$ cat src/rtl/baud_gen_ctrl_if.sv
// Divisor load channel between the host/config side and baud_gen_ctrl.
// The master offers a divisor with i_div_valid. The slave accepts it on any
// cycle where o_div_ready is also high.
interface baud_gen_ctrl_if #(
    parameter int N = 16
);
    logic [N-1:0] i_div;
    logic         i_div_valid;
    logic         o_div_ready;

    modport master (
        output i_div,
        output i_div_valid,
        input  o_div_ready
    );

    modport slave (
        input  i_div,
        input  i_div_valid,
        output o_div_ready
    );
endinterface

$ cat src/rtl/baud_gen_ctrl.sv
// baud_gen_ctrl: programmable baud-tick scheduler for the UART datapath.
//
// A divisor counter produces a sample tick every div_reg cycles. An
// oversampling counter turns every OVS sample ticks into one bit tick.
// A new divisor loads straight into div_reg while the block is idle. While
// the block is counting, the new divisor is parked in a shadow register and
// committed at the next period boundary, so tick spacing never changes
// mid-period.
//
// Optional feature: define BAUD_GEN_CTRL_RESYNC_EN to add i_resync. This
// input restarts both counters for RX start-bit alignment.
//
//   state | meaning
//   ------+--------------------------------------------------------------
//   IDLE  | counters held at 0, no ticks, divisor loads go to div_reg
//   RUN   | counting with div_reg, a divisor load goes to shadow -> PEND
//   PEND  | counting with old div_reg; shadow commits on the next s_tick
module baud_gen_ctrl #(
    parameter int N           = 16,
    parameter int OVS         = 16,
    parameter int DEFAULT_DIV = 163
) (
    input  logic                 clk,
    input  logic                 reset,
    baud_gen_ctrl_if.slave       div_if,
    input  logic                 i_enable,
`ifdef BAUD_GEN_CTRL_RESYNC_EN
    input  logic                 i_resync,
`endif
    output logic                 o_s_tick,
    output logic                 o_bit_tick,
    output logic [N-1:0]         o_div_active,
    output logic [1:0]           o_state
);

    localparam int OW = (OVS > 1) ? $clog2(OVS) : 1;

    localparam logic [N-1:0]  DIV_RST = N'(DEFAULT_DIV);
    localparam logic [N-1:0]  DIV_MIN = N'(2);
    localparam logic [N-1:0]  CNT_ONE = N'(1);
    localparam logic [OW-1:0] OS_LAST = OW'(OVS - 1);
    localparam logic [OW-1:0] OS_ONE  = OW'(1);

    typedef enum logic [1:0] {
        ST_IDLE = 2'd0,
        ST_RUN  = 2'd1,
        ST_PEND = 2'd2
    } state_t;

    state_t         state_q, state_d;
    logic [N-1:0]   cnt_q, cnt_d;
    logic [OW-1:0]  os_cnt_q, os_cnt_d;
    logic [N-1:0]   div_reg_q, div_reg_d;
    logic [N-1:0]   shadow_q, shadow_d;

    logic           resync_req;
    logic           counting;
    logic           div_ready;
    logic           div_accept;
    logic [N-1:0]   div_clamped;
    logic           period_end;
    logic           s_tick;
    logic           bit_tick;

`ifdef BAUD_GEN_CTRL_RESYNC_EN
    // In IDLE the counters are already at 0 and no ticks are emitted,
    // so a resync request there has no effect.
    assign resync_req = i_resync;
`else
    assign resync_req = 1'b0;
`endif

    // Tick and handshake decode, derived from registered state only.
    // The one exception is the resync override.
    always_comb begin
        counting    = (state_q != ST_IDLE);
        div_ready   = (state_q != ST_PEND);
        div_accept  = div_if.i_div_valid && div_ready;
        div_clamped = (div_if.i_div < DIV_MIN) ? DIV_MIN : div_if.i_div;
        period_end  = counting && (cnt_q == (div_reg_q - CNT_ONE));
        s_tick      = period_end && !resync_req;
        bit_tick    = s_tick && (os_cnt_q == OS_LAST);
    end

    // Next-state computation for the FSM, the counters and the divisor registers.
    always_comb begin
        state_d   = state_q;
        cnt_d     = cnt_q;
        os_cnt_d  = os_cnt_q;
        div_reg_d = div_reg_q;
        shadow_d  = shadow_q;

        case (state_q)
            ST_IDLE: begin
                cnt_d    = '0;
                os_cnt_d = '0;
                if (div_accept) begin
                    div_reg_d = div_clamped;
                end
                if (i_enable) begin
                    state_d = ST_RUN;
                end
            end

            ST_RUN, ST_PEND: begin
                if (period_end) begin
                    cnt_d = '0;
                end else begin
                    cnt_d = cnt_q + CNT_ONE;
                end

                if (s_tick) begin
                    os_cnt_d = (os_cnt_q == OS_LAST) ? '0 : (os_cnt_q + OS_ONE);
                end

                if (resync_req) begin
                    cnt_d    = '0;
                    os_cnt_d = '0;
                end

                if (state_q == ST_RUN) begin
                    if (div_accept) begin
                        shadow_d = div_clamped;
                    end
                    if (!i_enable) begin
                        // A divisor accepted as the block stops is committed directly.
                        state_d  = ST_IDLE;
                        cnt_d    = '0;
                        os_cnt_d = '0;
                        if (div_accept) begin
                            div_reg_d = div_clamped;
                        end
                    end else if (div_accept) begin
                        state_d = ST_PEND;
                    end
                end else begin
                    if (!i_enable) begin
                        // Commit the pending divisor rather than dropping it.
                        state_d   = ST_IDLE;
                        cnt_d     = '0;
                        os_cnt_d  = '0;
                        div_reg_d = shadow_q;
                    end else if (s_tick) begin
                        // Period boundary: switch divisor, os_cnt keeps its phase.
                        state_d   = ST_RUN;
                        cnt_d     = '0;
                        div_reg_d = shadow_q;
                    end
                end
            end

            default: begin
                state_d  = ST_IDLE;
                cnt_d    = '0;
                os_cnt_d = '0;
            end
        endcase
    end

    // State and datapath registers, synchronous active-high reset.
    always_ff @(posedge clk) begin
        if (reset) begin
            state_q   <= ST_IDLE;
            cnt_q     <= '0;
            os_cnt_q  <= '0;
            div_reg_q <= DIV_RST;
            shadow_q  <= DIV_RST;
        end else begin
            state_q   <= state_d;
            cnt_q     <= cnt_d;
            os_cnt_q  <= os_cnt_d;
            div_reg_q <= div_reg_d;
            shadow_q  <= shadow_d;
        end
    end

    assign div_if.o_div_ready = div_ready;
    assign o_s_tick           = s_tick;
    assign o_bit_tick         = bit_tick;
    assign o_div_active       = div_reg_q;
    assign o_state            = state_q;

endmodule
$ cat src/flat_wrapper.sv
// flat-port wrapper written by rule: the top's interface ports become plain ports
module baud_gen_ctrl_flat 
#(
    parameter int N           = 16,
    parameter int OVS         = 16,
    parameter int DEFAULT_DIV = 163
)
  (clk, reset, i_enable, o_s_tick, o_bit_tick, o_div_active, o_state, div_if_i_div, div_if_i_div_valid, div_if_o_div_ready);
  baud_gen_ctrl_if #(.N(N)) div_if_i ();
  input  logic clk;
  input  logic reset;
  input  logic i_enable;
  output logic o_s_tick;
  output logic o_bit_tick;
  output logic [N-1:0] o_div_active;
  output logic [1:0] o_state;
  input wire logic [$bits(div_if_i.i_div)-1:0] div_if_i_div;
  input wire logic [$bits(div_if_i.i_div_valid)-1:0] div_if_i_div_valid;
  output wire logic [$bits(div_if_i.o_div_ready)-1:0] div_if_o_div_ready;
  assign div_if_i.i_div = div_if_i_div;
  assign div_if_i.i_div_valid = div_if_i_div_valid;
  assign div_if_o_div_ready = div_if_i.o_div_ready;
  baud_gen_ctrl #(.N(N), .OVS(OVS), .DEFAULT_DIV(DEFAULT_DIV)) u_core (.clk(clk), .reset(reset), .div_if(div_if_i), .i_enable(i_enable), .o_s_tick(o_s_tick), .o_bit_tick(o_bit_tick), .o_div_active(o_div_active), .o_state(o_state));
endmodule
$ cat config.mk
export PLATFORM = sky130hd
export DESIGN_NAME = baud_gen_ctrl_flat
export DESIGN_NICKNAME = d
export VERILOG_FILES = /design/src/rtl/baud_gen_ctrl_if.sv /design/src/rtl/baud_gen_ctrl.sv /design/src/flat_wrapper.sv
export SDC_FILE = /design/constraint.sdc
export NUM_CORES = 1
export LEC_CHECK = 0
export BUFFER_PORTS_ARGS = -buffer_cell sky130_fd_sc_hd__buf_2
export CORE_AREA = 2 2 109 111
export CTS_BUF_LIST = sky130_fd_sc_hd__clkbuf_2
export DETAILED_ROUTE_END_ITERATION = 10
export DIE_AREA = 0 0 111 113
export PLACE_DENSITY_LB_ADDON = 0.15
export RECOVER_POWER = 50
export SLEW_MARGIN = 20
export SYNTH_ARGS = -nofsm -noshare
export SYNTH_HDL_FRONTEND = slang
export SYNTH_SLANG_ARGS = --single-unit
$ cat constraint.sdc
create_clock -name clk -period 3.7 [get_ports clk]
set_input_delay 0.37 -clock clk [delete_from_list [all_inputs] [get_ports clk]]
set_output_delay 0.37 -clock clk [all_outputs]
set_load 0.03 [all_outputs]
**Word level (Yosys, flattened, before mapping)**

Cells that the tools add are included.

- Register bits: 54
- Input bits: 20

- Add/sub/neg operators: 3
- $lt $le $gt $ge: 1
- Eq/ne operators: 10
- Mux-type cells: 20
- Bitwise gates (word level): 2
- Reduce and logical (&&, ||, !) cells: 12

Operators with widths:

| cell | count |
|---|---|
| $mux W16 | 11 |
| $pmux W16 S2 | 1 |
| $add A16 B1 Y16 const B | 1 |
| $eq A16 B16 Y1 | 1 |
| $lt A16 B2 Y1 const B | 1 |
| $sub A16 B1 Y16 const B | 1 |
| $mux W2 | 6 |
| $reduce_and A3 Y1 | 3 |
| $ne A4 B3 Y1 const B | 2 |
| $ne A3 B3 Y1 const B | 2 |
| $add A4 B1 Y4 const B | 1 |
| $eq A4 B4 Y1 const B | 1 |
| $mux W4 | 1 |
| $ne A2 B2 Y1 const B | 2 |
| $pmux W2 S2 | 1 |
| $reduce_bool A2 Y1 | 2 |
| $reduce_or A2 Y1 | 2 |
| $logic_and A1 B1 Y1 | 3 |
| $reduce_or A3 Y1 | 1 |
| $eq A2 B1 Y1 const B | 1 |
| $eq A2 B2 Y1 const B | 1 |
| $logic_not A2 Y1 | 1 |
| $not A1 Y1 | 2 |

**Depth between registers and ports, before layout**

Gate-level depths: netlist (run 1).

- Depth in word-level cells: 7
- Gate-level depth with buffers: 12

**Worst setup path after synthesis (run 1)**

OpenSTA, ideal clock, no wires.

- Kind: flip-flop to output port
- Start point: register u_core.div_reg_q[10] (netlist: u_core.o_div_active[10])
- End point: output port o_bit_tick
- Arrival time: 3.387 ns
- Slack: -0.057 ns
- Cell stages (with the launch flop): 8
- Path buffers: 1
- Path through: dfxtp_1 > buf_2 > or4_4 > or4_1 > a21o_1 > a211o_1 > a211oi_1 > and4_1

- Longest elaborated chain between the ends: 4

Ends and longest elaborated chain:

| element | RTL line | RTL |
|---|---|---|
| start, declared | baud_gen_ctrl.sv:53 | `logic [N-1:0] div_reg_q, div_reg_d;` |
| start signal, assigned | baud_gen_ctrl.sv:172 | `div_reg_q <= div_reg_d;` |
| $sub A16 B1 Y16 | baud_gen_ctrl.sv:80 | `period_end = counting && (cnt_q == (div_reg_q - CNT_ONE));` |
| $eq A16 B16 Y1 | baud_gen_ctrl.sv:80 |  |
| $logic_and A1 B1 Y1 | baud_gen_ctrl.sv:80 |  |
| named net o_s_tick | flat_wrapper.sv:13 | `output logic o_s_tick;` |
| $logic_and A1 B1 Y1 | baud_gen_ctrl.sv:82 | `bit_tick = s_tick && (os_cnt_q == OS_LAST);` |
| end, declared | flat_wrapper.sv:14 | `output logic o_bit_tick;` |

The timed path passes the listed nets, and every way through them passes these cells.

**Worst setup path in the final report (run 1)**

- Start point: register u_core.div_reg_q[1] (netlist: u_core.o_div_active[1])
- End point: output port o_bit_tick

- Longest elaborated chain between the ends: 4

Ends and longest elaborated chain:

| element | RTL line |
|---|---|
| $sub A16 B1 Y16 | baud_gen_ctrl.sv:80 |
| $eq A16 B16 Y1 | baud_gen_ctrl.sv:80 |
| $logic_and A1 B1 Y1 | baud_gen_ctrl.sv:80 |
| $logic_and A1 B1 Y1 | baud_gen_ctrl.sv:82 |

Every way passes these cells.

==> run metrics, run 1 <==
num ports 41; # setup viols final 0; global placement routability congestion 0.834; crit path to o_bit_tick; status completed; Lkg Pwr 1.38 nW; Design Power 0.00181 W; worst path cell trace inv_1, ha_2, or4b_4, a211o_1, a21o_1, a211oi_4, nand3b_1, a211oi_2, and4_1, buf_2; Synth top cells by count nand2_1, dfxtp_1, a21oi_1; post-route worst setup slack 0.149 ns; worst path arrival time 3.18 ns; Synth Instances 424; initial antenna violation count 0; dpl ws 0.377 ns; CP peak stage delay 0.51 ns; WL final 9.26 mm; Final HPWL DP 6.61 mm; Core Rows 39; R2R depth 9; DRT iter0 DRCs 131; Layout fillers 1200; post-synthesis async set-or-reset flop share 0; Final min period 3.55 ns; Fmax 282 MHz; # diodes 0; Fin Setup TNS 0 ns; pin count of the biggest net entering global routing 20; Skew-Pair Late Insertion Delay 0.46 ns; Final ANT Viol Nets 0; first drt pass iteration count 4; Routed WL per cell 15.5 um; total CTS buffers 5; # clock sinks 54; Max Clock Skew 0.0359 ns; flops & latches, synth 54; synthesized area 3360 um^2; number of H-tree levels 2; largest cells by area after synthesis dfxtp_1, nand2_1, a21oi_1, xor2_1, o211ai_1; vias in the first global route 2867; HP Class input port to register; Crit-path slowest cell or4b_4; first-pass GRT wire length 15.1 mm; average size of a mapped cell 7.92 um^2; Worst-path clk slew 0.30 ns; Yosys Warn Count 0; initial core utilization 0.298; Worst Setup SP u_core.o_div_active[1]; Final Slew Violations 0; Pwr Density 484 nW/um^2; Area growth, synth to finish 11.1%; startpoint types register; maximum VDD drop 0.181 mV; most used flip-flop cell after synthesis dfxtp_1; Overall Global Routing Usage 0.149; Setup CP Type register to primary output; Yosys cell types 59; slew margin rel. 0.378; r2r endpoint u_core.o_div_active[3]; syn nets 452; port bufs 40; Post-synth EDFFs 0; clock root cell clkbuf_2; Core ar. 11300 um^2; area of the die 12500 um^2; most instantiated library cell after synthesis nand2_1; final hold violations 0; CTS hold repair buffers 0; via count 3059; Maximum Capacitance Violations 0; WP data required 3.33 ns; Worst Path Max Fanout 6; top cell type by total area after synthesis dfxtp_1; Synth top area share 0.322; final period utilization 0.960; reg-to-reg slack, setup 0.45 ns; Seq/Total Area, Yosys 0.322; CTS tree yes; post-DR vias/cell 5.12; grt ovf 0; Multi-input gate area 2110 um^2; share of cells above drive strength 1 0.150; nets 481; DRC Markers 0; clk buf depth 2; Reg2Reg Launch Point u_core.o_div_active[1]; Die W 111 um; storage element area 1080 um^2; Die H 113 um; Worst Max-Slew Pin Slew 0.934 ns; crit end category primary output
==> worst max-delay path: cells and delay by family (launching register included) <==
kind | cells | cell delay (ns)
compound gates | 4 | 0.96
simple gates | 3 | 0.85
flops | 1 | 0.42
buf+inv | 2 | 0.27
fa+ha+maj | 1 | 0.22
==> area by class of cell <==
type / instances / share of cell area
inverter: 10 / 0.0101
sequential: 54 / 0.290
multi-input combinational: 329 / 0.566
clock buffer: 5 / 0.00670
clock inverter: 3 / 0.00536
tap: 143 / 0.0479
timing repair buffer: 53 / 0.0734
==> placed cells by master (no fill, tap or decap), drive strengths merged, types with 4 or more instances in the layout <==
cell     n
xnor2   12
nor2b    6
ha       8
mux2i    6
o21ai    5
nor4     7
xor2    22
nor2    28
dfxtp   54
and3     6
o211ai  16
a211o    4
inv     10
nand2   77
o31ai   15
nand3   14
or2      4
nor3     7
buf     36
a21oi   42
clkbuf  22
a211oi   8
==> worst min-delay path by stage <==
stage                                   start  cells past startpoint                   to
after global routing          div_if_i_div[4]                      3   u_core.shadow_q[4]
after CTS                    div_if_i_div[15]                      3  u_core.shadow_q[15]
after global placement     u_core.shadow_q[6]                      2   u_core.shadow_q[6]
after floorplan           u_core.shadow_q[10]                      2  u_core.shadow_q[10]
final                        div_if_i_div[15]                      3  u_core.shadow_q[15]
after detailed placement   u_core.shadow_q[8]                      2   u_core.shadow_q[8]
==> what timing repair did <==
action                                 in CTS  in global routing
pin swaps                                   1                  0
resized for setup                           2                  5
setup buffers                               1                  2
setup endpoints to repair                   1                  1
endpoints found under the hold margin       0                  0
==> cell families after synthesis <==
logic type               synth area share
AO/OA/AOI/OAI                       0.233
multiplexers                       0.0279
flip-flops                          0.322
AND/OR/NAND/NOR                     0.243
XOR/XNOR                           0.0887
buffers and inverters              0.0551
adder cells (fa/ha/maj)            0.0298
==> flip-flops by register name (all words and copies together) (netlist names) <==
| register | flops |
|---|---|
| u_core.shadow_q | 16 |
| u_core.cnt_q | 16 |
| u_core.o_div_active | 16 |
| u_core.os_cnt_q | 4 |
| u_core.o_state | 2 |
==> power by group <==
group | internal, W | total [W] | leakage [nW] | switching [W]
sequential | 0.000650 | 0.000756 | 0.439 | 0.000107
clock | 0.0000468 | 0.000248 | 0.0270 | 0.000201
combinational | 0.000292 | 0.000804 | 0.910 | 0.000512
total | 0.000988 | 0.00181 | 1.38 | 0.000819
==> layer usage <==
| layer | up-vias | global-route usage | share of wire |
|---|---|---|---|
| met5 | - | 0 | 0 |
| met4 | 0 | 0.0358 | 0.0089 |
| met3 | 7 | 0.0198 | 0.026 |
| met2 | 48 | 0.251 | 0.47 |
| met1 | 1450 | 0.204 | 0.50 |
| li1 | 1554 | - | - |
==> through the flow <==
stage | area, um^2 | instances | hold slack, ns | util
finish | 3730 | 597 | 0.116 | 0.331
floorplan | 3360 | 424 | 0.437 | -
detailed placement | 3670 | 586 | 0.449 | 0.326
global route | 3730 | 597 | 0.0629 | 0.331
CTS | 3730 | 595 | 0.0686 | 0.331
global placement | 3670 | 586 | 0.443 | 0.326
(Power assumes the default switching activity.)
==> run 2, diff against run 1 <==
--- a/config.mk
+++ b/config.mk
@@ -7,7 +7,7 @@
 export LEC_CHECK = 0
 export BUFFER_PORTS_ARGS = -buffer_cell sky130_fd_sc_hd__buf_2
 export CORE_AREA = 2 2 109 111
-export CTS_BUF_LIST = sky130_fd_sc_hd__clkbuf_2
+export CTS_BUF_LIST = sky130_fd_sc_hd__clkbuf_4
 export DETAILED_ROUTE_END_ITERATION = 10
 export DIE_AREA = 0 0 111 113
 export PLACE_DENSITY_LB_ADDON = 0.15
==> run 2 against run 1 <==
Against the previous run: critical endpoint unchanged; largest cell class unchanged; fmax rose by 1.6%; sequential cell count unchanged; register-to-register slack got worse by 0.04 ns; sequential power about the same; non-clock buffer count down 2.
==> run metrics, run 2 (same netlist as run 1, synthesis figures left out) <==
DP Cell Count 586; final period utilization 0.945; Final min period 3.50 ns; Routed WL per cell 15.4 um; Comb power frac 0.432; Cell Count, Final, Fillers Out 595; maximum VDD drop 0.187 mV; DRC Markers 0; via count 3045; crit end category primary output; # setup viols final 0; num ports 41; post-route worst setup slack 0.204 ns; Final HPWL DP 6.61 mm; slew margin rel. 0.374; fin area 3720 um^2; area of the die 12500 um^2; Clock power frac 0.151; CTS hold repair buffers 0; Final Slew Violations 0; Core ar. 11300 um^2; Die W 111 um; Pwr Density 489 nW/um^2; port bufs 40; Worst Path Max Fanout 10; nets 479; vias in the first global route 2859; worst path arrival time 3.13 ns; Setup CP Type register to primary output; Overall Global Routing Usage 0.149; Seq pwr share 0.417; reg-to-reg slack, setup 0.41 ns; Crit-path slowest cell or4_4; # clock sinks 54; Maximum Capacitance Violations 0; startpoint types register; WP data required 3.33 ns; clock root cell clkbuf_4; Fin Setup TNS 0 ns; initial core utilization 0.298; Skew-Pair Late Insertion Delay 0.38 ns; clk buf depth 2; WL final 9.19 mm; RSZ-0062 raised after global routing false; Worst-path clk slew 0.17 ns; global placement routability congestion 0.834; number of H-tree levels 2; CP peak stage delay 0.58 ns; # diodes 0; dpl ws 0.377 ns; Post-Place Cell Area 3670 um^2; Area growth, synth to finish 10.8%; post-DR vias/cell 5.12; first drt pass iteration count 4; commonest non-fill, non-tap cell in the layout nand2_1; Final ANT Viol Nets 0; Fmax 286 MHz; pin count of the biggest net entering global routing 20; Int Power 0.00100 W; DRT iter0 DRCs 148; Lkg Pwr 1.36 nW; total CTS buffers 5; initial antenna violation count 0; Die H 113 um; switching power 0.000817 W; share of cells above drive strength 1 0.133; status completed; final hold violations 0; HP Class input port to register; worst path cell trace or4_4, or4_1, a21o_1, a211o_1, a211oi_2, and4_1, buf_2; CTS tree yes; first-pass GRT wire length 15.1 mm; Switching Fraction 0.449; grt ovf 0; commonest non-fill, non-tap cells in the layout nand2_1, dfxtp_1, a21oi_1, nor2_1, xor2_1; Core Rows 39; Max Clock Skew 0.0202 ns; Worst Max-Slew Pin Slew 0.939 ns
-- run 2: layout make-up --
type                    count  area (um^2)
fillers                  1194         7550
well taps                 143          179
flip-flops and latches     54         1080
clock buffers               5         37.5
repair buffers             51          255
multi-input cells         329         2110
inverters                  10         37.5
clock inverters             3         20.0
-- run 2: final timing paths --
check / start / end / depth (start not counted)
max: u_core.o_div_active[11] / o_bit_tick / 7
min: div_if_i_div[15] / u_core.shadow_q[15] / 3
max reg2reg: u_core.o_div_active[0] / u_core.o_div_active[3] / 9
min reg2reg: u_core.shadow_q[14] / u_core.shadow_q[14] / 2
-- run 2: layer usage --
| metal | up-vias | GRT usage | wire (um) |
|---|---|---|---|
| li1 | 1549 | - | - |
| met1 | 1430 | 0.204 | 4470 |
| met2 | 59 | 0.250 | 4310 |
| met3 | 7 | 0.0198 | 313 |
| met4 | 0 | 0.0333 | 89 |
| met5 | - | 0 | 0 |
-- run 2: what timing repair did --
item,4_1_cts,5_1_grt
setup buffers,0,1
endpoints found under the setup margin,1,1
resized for setup,1,1
pin swaps,0,1
-- run 2: worst max-delay path: cells and delay by family, from the launching register on --
family,cells,cell delay [ns]
simple gates,3,1.27
buf+inv,1,0.19
flops,1,0.49
compound gates,3,0.80
-- run 2: per-stage QoR --
| step | util | hold WS, ns | total power, W |
|---|---|---|---|
| after floorplan | - | 0.437 | 0.00135 |
| after global placement | 0.326 | 0.443 | 0.00156 |
| after detailed placement | 0.326 | 0.449 | 0.00156 |
| after CTS | 0.332 | 0.197 | 0.00185 |
| after global routing | 0.330 | 0.202 | 0.00195 |
| final | 0.330 | 0.220 | 0.00182 |
-- run 2: power by group through the flow --
stage / combinational [W] / clock (W) / sequential [W]
after floorplan: 0.000551 / 0 / 0.000800
after global placement: 0.000796 / 0 / 0.000767
after detailed placement: 0.000793 / 0 / 0.000770
after CTS: 0.000802 / 0.000293 / 0.000757
after global routing: 0.000865 / 0.000312 / 0.000771
final: 0.000785 / 0.000275 / 0.000759
==> run 3, diff against run 2 <==
--- a/config.mk
+++ b/config.mk
@@ -10,7 +10,7 @@
 export CTS_BUF_LIST = sky130_fd_sc_hd__clkbuf_4
 export DETAILED_ROUTE_END_ITERATION = 10
 export DIE_AREA = 0 0 111 113
-export PLACE_DENSITY_LB_ADDON = 0.15
+export PLACE_DENSITY = 0.43
 export RECOVER_POWER = 50
 export SLEW_MARGIN = 20
 export SYNTH_ARGS = -nofsm -noshare
==> run 3 against run 2 <==
Against the previous run: die area stayed put; cell count is 0.67% lower; cell area is 0.20% lower; critical path depth stayed put; combinational power is 1% lower; power is 3.2% higher; worst setup slack worse by 0.028 ns; hold slack worse by 0.018 ns; critical endpoint unchanged.
==> run metrics, run 3 (same netlist as run 1, synthesis figures left out) <==
status completed; Worst Path Max Fanout 10; CP Depth 7; reg-to-reg slack, setup 0.36 ns; post-DR vias/cell 5.08; HP Class input port to register; DRT iter0 DRCs 170; Reg2Reg Launch Point u_core.o_div_active[0]; Int Power 0.00106 W; Core ar. 11300 um^2; r2r endpoint u_core.o_div_active[9]; vias in the first global route 2810; Final HPWL DP 6.65 mm; Worst Max-Slew Pin Slew 0.879 ns; first-pass GRT wire length 15.0 mm; WP data required 3.33 ns; Hold Startpoint div_if_i_div[14]; clock root cell clkbuf_4; initial antenna violation count 0; num ports 41; # clock sinks 54; Worst Setup SP u_core.o_div_active[11]; # diodes 0; Final Slew Violations 0; maximum VDD drop 0.155 mV; Switching Fraction 0.437; Overall Global Routing Usage 0.148; Die H 113 um; Final min period 3.52 ns; total CTS buffers 5; worst path arrival time 3.15 ns; via count 3003; share of cells above drive strength 1 0.123; Fin Setup TNS 0 ns; switching power 0.000820 W; global placement routability congestion 0.760; DRC Markers 0; Pwr Density 505 nW/um^2; grt ovf 0; Skew-Pair Late Insertion Delay 0.40 ns; commonest non-fill, non-tap cell in the layout nand2_1; Seq pwr share 0.406; clk buf depth 2; final period utilization 0.952; Worst-path clk slew 0.17 ns; Core Rows 39; Clock power frac 0.181; CP peak stage delay 0.58 ns; initial core utilization 0.298; Crit-path slowest cell or4_4; nets 476; first drt pass iteration count 4; pin count of the biggest net entering global routing 30; Maximum Capacitance Violations 0; Routed WL per cell 15.5 um; final hold violations 0; Area growth, synth to finish 10.6%; area of the die 12500 um^2; RSZ-0062 raised after global routing false; crit end category primary output; CTS tree yes; number of H-tree levels 2; slew margin rel. 0.414; worst path cell trace or4_4, or4_1, a21o_1, a211o_1, a211oi_2, and4_1, buf_2; Max Clock Skew 0.0251 ns; end of the worst hold path u_core.shadow_q[14]; commonest non-fill, non-tap cells in the layout nand2_1, dfxtp_1, a21oi_1, nor2_1, xor2_1; CP bufs+invs 1; worst hold stages 3; Die W 111 um; port bufs 40; WL final 9.19 mm; startpoint types register; R2R depth 9; Comb power frac 0.414; Lkg Pwr 1.36 nW; Top Family by Delay on Critical Path simple AND/OR/NAND/NOR gates; Final ANT Viol Nets 0; # setup viols final 0; Finished Core Util 0.329; Setup CP Type register to primary output; Fmax 284 MHz
run 3: power by group through the flow:
stage	registers, W	clock network [W]	logic, W
CTS	0.000761	0.000356	0.000787
finish	0.000761	0.000339	0.000776
global placement	0.000773	0	0.000785
floorplan	0.000800	0	0.000551
detailed placement	0.000774	0	0.000783
global route	0.000777	0.000381	0.000856
run 3: worst reg2reg max path: cells and delay by family (launching register included):
family          cells  cell delay (ns)
xor+xnor            1             0.17
buf+inv             1             0.09
simple gates        3             1.53
flops               1             0.41
compound gates      3             0.84
fa+ha+maj           1             0.22
run 3: through the flow:
stage | total power, W | hold WS (ns) | cells | cell area [um^2] | setup WS (ns)
after floorplan | 0.00135 | 0.437 | 424 | 3360 | 0.260
after global routing | 0.00201 | 0.174 | 591 | 3710 | 0.0402
after global placement | 0.00156 | 0.446 | 583 | 3650 | 0.470
after CTS | 0.00190 | 0.177 | 590 | 3730 | 0.0122
after detailed placement | 0.00156 | 0.450 | 583 | 3650 | 0.346
final | 0.00188 | 0.203 | 591 | 3710 | 0.176
run 3: area by class of cell:
class / instances / area, um^2
fill: 1189 / 7560
timing repair buffer: 48 / 233
inverter: 10 / 37.5
sequential: 54 / 1080
tap: 143 / 179
clock buffer: 5 / 37.5
multi-input combinational: 329 / 2110
clock inverter: 2 / 38.8
run 3: timing repair:
| action | in CTS | in global routing |
|---|---|---|
| hold buffers | 0 | 0 |
| endpoints found under the setup margin | 0 | 1 |
| buffers inserted | 0 | 1 |
| resized for setup | 0 | 1 |
run 3: how the worst max path moves through the flow:
stage / end
2_1_floorplan: o_bit_tick
3_3_place_gp: u_core.o_div_active[4]
3_5_place_dp: u_core.o_div_active[9]
4_1_cts: o_bit_tick
5_1_grt: o_bit_tick
6_report: o_bit_tick
run 3: per-layer routing:
layer  wire (um)  up-vias  track usage  share of wire
met5           0        -            0              0
met1        4500     1400        0.200           0.49
met2        4280       55        0.247           0.47
li1            -     1539            -              -
met4         136        0       0.0408          0.015
met3         275        9       0.0246          0.030
